<file path="src/rtl/branch_predictor_pkg.sv">
// ---------------------------------------------------------------------------
// branch_predictor_pkg
// Shared types and constants for the branch predictor:
//   - bp_state_e  : INIT (entry-clear sweep) / RUN
//   - btb_entry_t : one BTB entry (valid, tag, target, is_jmp)
//   - CNT_INIT / CNT_MAX : 2-bit pattern history counter constants
// The tag and target fields are sized for the widest legal configuration;
// the top module zero-extends into them, so unused upper bits stay zero.
// ---------------------------------------------------------------------------
package branch_predictor_pkg;

    localparam int TAG_MAX = 30;
    localparam int TGT_MAX = 30;

    localparam logic [1:0] CNT_INIT = 2'b01;
    localparam logic [1:0] CNT_MAX  = 2'b11;

    typedef enum logic {
        ST_INIT = 1'b0,
        ST_RUN  = 1'b1
    } bp_state_e;

    typedef struct packed {
        logic               valid;
        logic [TAG_MAX-1:0] tag;
        logic [TGT_MAX-1:0] tgt;
        logic               is_jmp;
    } btb_entry_t;

endpackage

</file>
<file path="src/rtl/branch_predictor_sat_counter2.sv">
// ---------------------------------------------------------------------------
// sat_counter2
// Next-state function of a 2-bit saturating counter.
// Ports:
//   cnt_in  [1:0] in  : current counter value
//   inc_in        in  : 1 = count up (taken), 0 = count down (not taken)
//   cnt_out [1:0] out : saturated next value
// ---------------------------------------------------------------------------
module sat_counter2
    import branch_predictor_pkg::*;
(
    input  logic [1:0] cnt_in,
    input  logic       inc_in,
    output logic [1:0] cnt_out
);

    always_comb begin
        cnt_out = cnt_in;
        if (inc_in) begin
            if (cnt_in != CNT_MAX) cnt_out = cnt_in + 2'd1;
        end else begin
            if (cnt_in != 2'b00) cnt_out = cnt_in - 2'd1;
        end
    end

endmodule

</file>
<file path="src/rtl/branch_predictor.sv">
// ---------------------------------------------------------------------------
// branch_predictor
// Tagged direct-mapped BTB plus a PHT of 2-bit saturating counters.
// Fetch looks up `pc` combinationally; EX feeds resolved branches/jumps into
// a pending register whose write is applied on the following enabled edge.
// After reset an INIT sweep clears one entry per enabled cycle.
// Optional feature macro: BP_GSHARE_EN (PHT indexed by pc index XOR GHR).
// Ports:
//   clk_in, rst_in (sync, active high), rdy_in (global enable)
//   pc             : fetch PC          -> pred_taken, pred_target
//   ready          : high once the init sweep is done
//   ex_valid, ex_is_br, ex_taken, ex_pc, ex_target : resolved instruction
//   ex_pred_target : prediction for ex_pc (same function as pred_target)
// Handshake: ex_* is accepted on any clk_in edge where ex_valid, rdy_in and
// ready are all high; there is no back-pressure.
// ---------------------------------------------------------------------------
module branch_predictor
    import branch_predictor_pkg::*;
#(
    parameter int IDX_W = 5,
    parameter int TAG_W = 13,
    parameter int TGT_W = 16,
    parameter int GHR_W = IDX_W
) (
    input  logic        clk_in,
    input  logic        rst_in,
    input  logic        rdy_in,
    input  logic [31:0] pc,
    output logic        pred_taken,
    output logic [31:0] pred_target,
    output logic        ready,
    input  logic        ex_valid,
    input  logic        ex_is_br,
    input  logic        ex_taken,
    input  logic [31:0] ex_pc,
    input  logic [31:0] ex_target,
    output logic [31:0] ex_pred_target
);

    localparam int NUM = 1 << IDX_W;

    btb_entry_t  btb_q [NUM];
    btb_entry_t  btb_d [NUM];
    logic [1:0]  pht_q [NUM];
    logic [1:0]  pht_d [NUM];

    bp_state_e   state_q, state_d;
    logic [IDX_W-1:0] ptr_q, ptr_d;

    logic             pend_valid_q, pend_valid_d;
    logic             pend_is_br_q, pend_is_br_d;
    logic             pend_taken_q, pend_taken_d;
    logic [IDX_W-1:0] pend_idx_q, pend_idx_d;
    logic [TAG_W-1:0] pend_tag_q, pend_tag_d;
    logic [TGT_W-1:0] pend_tgt_q, pend_tgt_d;

    logic [GHR_W-1:0] ghr_q;
`ifdef BP_GSHARE_EN
    logic [GHR_W-1:0] ghr_d;
`else
    // Without gshare the history is a constant zero and folds away.
    assign ghr_q = '0;
`endif

    // Only the index/tag/target bit fields of these buses are meaningful.
    logic unused_bits;
    assign unused_bits = ^{pc, ex_pc, ex_target};

    function automatic logic [32:0] predict(input btb_entry_t e,
                                            input logic [1:0] cnt,
                                            input logic [TAG_W-1:0] tag,
                                            input logic run);
        logic taken;
        taken = run && e.valid && (e.tag == TAG_MAX'(tag)) && (e.is_jmp || cnt[1]);
        return taken ? {1'b1, e.tgt, 2'b00} : 33'd0;
    endfunction

    // Fetch and EX lookups see registered contents only (no write bypass).
    logic [IDX_W-1:0] f_idx, f_pidx, x_idx, x_pidx, u_pidx;
    logic [32:0]      f_pred, x_pred;
    logic             run;

    assign run    = (state_q == ST_RUN);
    assign f_idx  = pc[IDX_W+1:2];
    assign x_idx  = ex_pc[IDX_W+1:2];
    assign f_pidx = f_idx ^ IDX_W'(ghr_q);
    assign x_pidx = x_idx ^ IDX_W'(ghr_q);
    // Update index uses the history as it stands before this update shifts it.
    assign u_pidx = pend_idx_q ^ IDX_W'(ghr_q);

    assign f_pred = predict(btb_q[f_idx], pht_q[f_pidx], pc[IDX_W+2+TAG_W-1:IDX_W+2], run);
    assign x_pred = predict(btb_q[x_idx], pht_q[x_pidx], ex_pc[IDX_W+2+TAG_W-1:IDX_W+2], run);

    assign pred_taken     = f_pred[32];
    assign pred_target    = f_pred[31:0];
    assign ex_pred_target = x_pred[31:0];
    assign ready          = run;

    logic [1:0] cnt_nxt;

    sat_counter2 u_cnt (
        .cnt_in  (pht_q[u_pidx]),
        .inc_in  (pend_taken_q),
        .cnt_out (cnt_nxt)
    );

    always_comb begin
        btb_d        = btb_q;
        pht_d        = pht_q;
        state_d      = state_q;
        ptr_d        = ptr_q;
        pend_valid_d = pend_valid_q;
        pend_is_br_d = pend_is_br_q;
        pend_taken_d = pend_taken_q;
        pend_idx_d   = pend_idx_q;
        pend_tag_d   = pend_tag_q;
        pend_tgt_d   = pend_tgt_q;
`ifdef BP_GSHARE_EN
        ghr_d        = ghr_q;
`endif
        // Reset has priority: a pending write caught by reset is dropped.
        if (rdy_in && !rst_in) begin
            if (state_q == ST_INIT) begin
                btb_d[ptr_q] = '0;
                pht_d[ptr_q] = CNT_INIT;
                ptr_d        = ptr_q + IDX_W'(1);
                if (ptr_q == '1) state_d = ST_RUN;
                pend_valid_d = 1'b0;
            end else begin
                if (pend_valid_q) begin
                    if (pend_is_br_q) begin
                        pht_d[u_pidx] = cnt_nxt;
                        // Not-taken never writes the BTB: misses stay misses,
                        // hits keep their entry.
                        if (pend_taken_q) begin
                            btb_d[pend_idx_q].valid  = 1'b1;
                            btb_d[pend_idx_q].tag    = TAG_MAX'(pend_tag_q);
                            btb_d[pend_idx_q].tgt    = TGT_MAX'(pend_tgt_q);
                            btb_d[pend_idx_q].is_jmp = 1'b0;
                        end
`ifdef BP_GSHARE_EN
                        ghr_d = GHR_W'({ghr_q, pend_taken_q});
`endif
                    end else begin
                        btb_d[pend_idx_q].valid  = 1'b1;
                        btb_d[pend_idx_q].tag    = TAG_MAX'(pend_tag_q);
                        btb_d[pend_idx_q].tgt    = TGT_MAX'(pend_tgt_q);
                        btb_d[pend_idx_q].is_jmp = 1'b1;
                    end
                end
                pend_valid_d = ex_valid;
                pend_is_br_d = ex_is_br;
                pend_taken_d = ex_taken;
                pend_idx_d   = ex_pc[IDX_W+1:2];
                pend_tag_d   = ex_pc[IDX_W+2+TAG_W-1:IDX_W+2];
                pend_tgt_d   = ex_target[TGT_W+1:2];
            end
        end
    end

    always_ff @(posedge clk_in) begin
        if (rst_in) begin
            state_q      <= ST_INIT;
            ptr_q        <= '0;
            pend_valid_q <= 1'b0;
`ifdef BP_GSHARE_EN
            ghr_q        <= '0;
`endif
        end else begin
            state_q      <= state_d;
            ptr_q        <= ptr_d;
            pend_valid_q <= pend_valid_d;
`ifdef BP_GSHARE_EN
            ghr_q        <= ghr_d;
`endif
        end
    end

    // Array and payload storage: cleared by the sweep, not by reset.
    always_ff @(posedge clk_in) begin
        btb_q        <= btb_d;
        pht_q        <= pht_d;
        pend_is_br_q <= pend_is_br_d;
        pend_taken_q <= pend_taken_d;
        pend_idx_q   <= pend_idx_d;
        pend_tag_q   <= pend_tag_d;
        pend_tgt_q   <= pend_tgt_d;
    end

endmodule

</file>
<file path="config.mk">
export PLATFORM = sky130hd
export DESIGN_NAME = branch_predictor
export DESIGN_NICKNAME = d
export VERILOG_FILES = /design/src/rtl/branch_predictor_pkg.sv /design/src/rtl/branch_predictor_sat_counter2.sv /design/src/rtl/branch_predictor.sv
export SDC_FILE = /design/constraint.sdc
export NUM_CORES = 2
export LEC_CHECK = 0
export CORE_UTILIZATION = 48
export CTS_CLUSTER_DIAMETER = 200
export DETAILED_ROUTE_END_ITERATION = 8
export GPL_ROUTABILITY_DRIVEN = 0
export MAX_ROUTING_LAYER = met4
export SYNTH_ARGS = -nofsm -noshare
export SYNTH_HDL_FRONTEND = slang
export SYNTH_SLANG_ARGS = --single-unit
</file>
<file path="constraint.sdc">
create_clock -name clk_in -period 5.3 [get_ports clk_in]
set_input_delay 0.795 -clock clk_in [delete_from_list [all_inputs] [get_ports clk_in]]
set_output_delay 0.795 -clock clk_in [all_outputs]
set_load 0.03 [all_outputs]
</file>
==> flow_metrics.py <==
metrics = {
    "status": {
        "outcome": "complete, but fails checks",
        "violations": "DRC, capacitance limit, slew limit, setup timing",
    },
    "finish": {
        "drive_gt1_share_pct": 25.4,
        "final_nets": 7271,
        "final_cell_mix": "2084 x edfxtp_1, 997 x and2_1, 988 x a22o_1, 809 x mux4_2, 353 x buf_4",
        "final_common_cell": "edfxtp_1",
        "syn_to_final_growth_pct": 14.8,
        "final_area_um2": 125000,
        "final_cells": 10400,
    },
    "setup_path": {
        "critPathTopFamily": "simple AND/OR/NAND/NOR gates",
        "critPathMaxStageDelay_ps": 560,
        "reg2reg_depth": 6,
        "crit_path_start_kind": "flip-flop",
        "crit_path_end_kind": "output port",
        "cpMaxStageDelayCell": "or4_1",
        "crit_chain": "or4_1 -> nor3_2 -> nand2_1 -> mux4_2 -> o21a_1 -> nor4_4 -> nand4_1 -> buf_12 -> buf_16 -> nor3_2 -> buf_4 -> buf_12",
        "crit_type": "reg2out",
        "worst-path-buf-inv": 4,
        "crit_required_ps": 4510,
        "critical_path.max_fanout": 8,
        "arrival_ps": 4560,
        "path_depth": 12,
    },
    "place": {
        "placed_area_um2": 116000,
        "placed_cells_incl_taps": 9923,
        "hpwl_um": 251000,
        "portBuffers": 119,
    },
    "synth": {
        "async_flop_share_pct": 0,
        "synth_edf_count": 2084,
        "synth.area.top_cells": "edfxtp_1 58%, mux4_2 17%, a22o_1 8.0%, and2_1 5.7%, clkbuf_1 1.8%",
        "seq_area_frac_synth_pct": 57.8,
        "syn-instance-count": 7091,
        "netlist.area_leader.share_pct": 57.7,
        "synth_seq_cells": 2091,
        "syn_area_um2": 109000,
        "yosysTopAreaCell": "edfxtp_1",
        "synth.avg_cell_area_um2": 15.3,
        "ys.flop_type": "edfxtp_1",
        "yosysUniqueCellTypes": 76,
        "yosys_warnings": 0,
    },
    "pwr": {
        "peakVddDrop_mv": 0.327,
        "p_leak_uw": 0.0423,
        "powerDensity_nw_per_um2": 318,
    },
    "timing": {
        "fin_ws_ps": -53.2,
        "drv_slew": 29,
        "rsz0062_at_grt": "true",
        "fin_setup_tns_ps": -53.2,
        "setup_viol": 1,
        "max_freq_mhz": 187,
        "hold_viol_final": 0,
        "slew_headroom_pct": -3.38,
        "period_minus_slack_ps": 5350,
        "worst_slew_pin_slew_ps": 1550,
        "fin_skew_ps": 62.7,
        "min_period_over_period_pct": 101,
    },
    "route": {
        "dr.pass1.iters": 9,
        "drt_iter0_markers": 14500,
        "routed_wl_um": 437000,
        "dr_total_vias": 78000,
        "ant_nets": 0,
        "drc_errors": 32,
        "post_drt_wl_per_cell_um": 42.1,
        "viasPerCell": 7.51,
    },
    "floorplan": {
        "start_util_pct": 48.3,
        "die_x_um": 477,
        "die_h_um": 477,
        "dieArea_um2": 228000,
        "coreArea_um2": 225000,
        "rows": 174,
        "boundaryPins": 168,
    },
    "global_route": {
        "grt_max_degree": 106,
        "overflow": 0,
        "grt_first_pass_wirelength_um": 606000,
        "antenna_found_initial": 33,
        "grtUsageTotal_pct": 39.1,
        "grt_pass1_vias": 75200,
    },
    "worst_hold_path": {
        "holdCritPathClass": "in2reg",
        "worst_hold_path.num_cells": 1,
    },
    "cts": {
        "numCtsBuffers": 226,
        "clock-root-buffer": "clkbuf_16",
        "insertion_delay_ps": 920,
        "cts_tree": "yes",
        "cts-htree-levels": 4,
        "path_clk_slew_ps": 60,
        "numClockSinks": 2091,
        "hold_buffers": 0,
        "clockBufferDepth": 3,
    },
    "run": {
        "drv_cap": 2,
    },
}
[power breakdown]
| part | internal [µW] | switching, µW | total, µW |
|---|---|---|---|
| logic | 1740 | 2450 | 4190 |
| registers | 18900 | 418 | 19400 |
| clock network | 9080 | 7000 | 16100 |
[what timing repair did]
item	CTS	global route
pin swaps	20	31
setup endpoints to repair	61	61
gates cloned	2	2
buffers inserted	1	0
resized for setup	38	76
[cell usage after synthesis, drive strengths merged (23+ instances only)]
| master | instances |
|---|---|
| a21o | 34 |
| edfxtp | 2084 |
| buf | 194 |
| nor2 | 220 |
| nor4 | 79 |
| a221oi | 28 |
| a21oi | 139 |
| a2111oi | 37 |
| nand4 | 37 |
| a22oi | 54 |
| o32ai | 35 |
| and2 | 998 |
| a22o | 988 |
| nand3 | 52 |
| nor3 | 113 |
| o21ai | 67 |
| clkbuf | 528 |
| mux4 | 816 |
| or4 | 23 |
| nand2 | 166 |
| mux2i | 147 |
[path summary, 6_finish.rpt]
kind	endpoint	slack (ps)	startpoint
max	pred_target[2]	-50	btb_q[493]$_DFFE_PP_
min	pend_idx_q[2]$_DFFE_PP_	290	ex_pc[4]
max reg2reg	btb_q[996]$_DFFE_PP_	1030	ptr_q[0]$_SDFFE_PP0P_
min reg2reg	pend_valid_q$_SDFFE_PP0P_	490	pend_valid_q$_SDFFE_PP0P_
[flip-flops by register name, summed over array words and instances, names as in the netlist]
signal        cells
pend_tgt_q       16
pend_taken_q      1
pend_is_br_q      1
ptr_q             5
pend_valid_q      1
btb_q          1984
pht_q            64
ready             1
pend_idx_q        5
pend_tag_q       13
[routing by layer]
metal	global-route usage, %	vias up	wire length (µm)
met5	-	-	0
met4	20.1	0	28700
met3	15.2	1520	73300
met2	52.4	7355	181000
met1	51.3	39900	154000
li1	-	29200	-
[area by class of cell]
cell class / instances / area (µm²)
diodes: 37 / 92.6
clock buffers: 277 / 5930
clock inverters: 140 / 1360
fillers: 17700 / 100000
inverters: 16 / 72.6
multi-input cells: 4265 / 44300
flip-flops and latches: 2091 / 62700
well taps: 2992 / 3740
repair buffers: 564 / 6320
[cell families after synthesis]
logic type,count (synthesis),synth area share (%)
other,1,0.00346
XOR/XNOR,29,0.234
AO/OA/AOI/OAI,1499,11.4
adder cells (fa/ha/maj),6,0.0669
buffers and inverters,738,2.90
multiplexers,968,18.4
AND/OR/NAND/NOR,1759,9.28
flip-flops,2091,57.8
[stage by stage]
step	setup slack, ps	total power [µW]	hold WS [ps]	util [%]
6_report	-53.2	39600	289	55.4
5_1_grt	-107	40300	284	55.4
3_3_place_gp	-115	23600	482	51.8
3_5_place_dp	-132	23700	478	51.8
4_1_cts	-170	39500	234	55.1
2_1_floorplan	544	22000	455	-
Note: power is estimated with default switching activity, not from simulation.
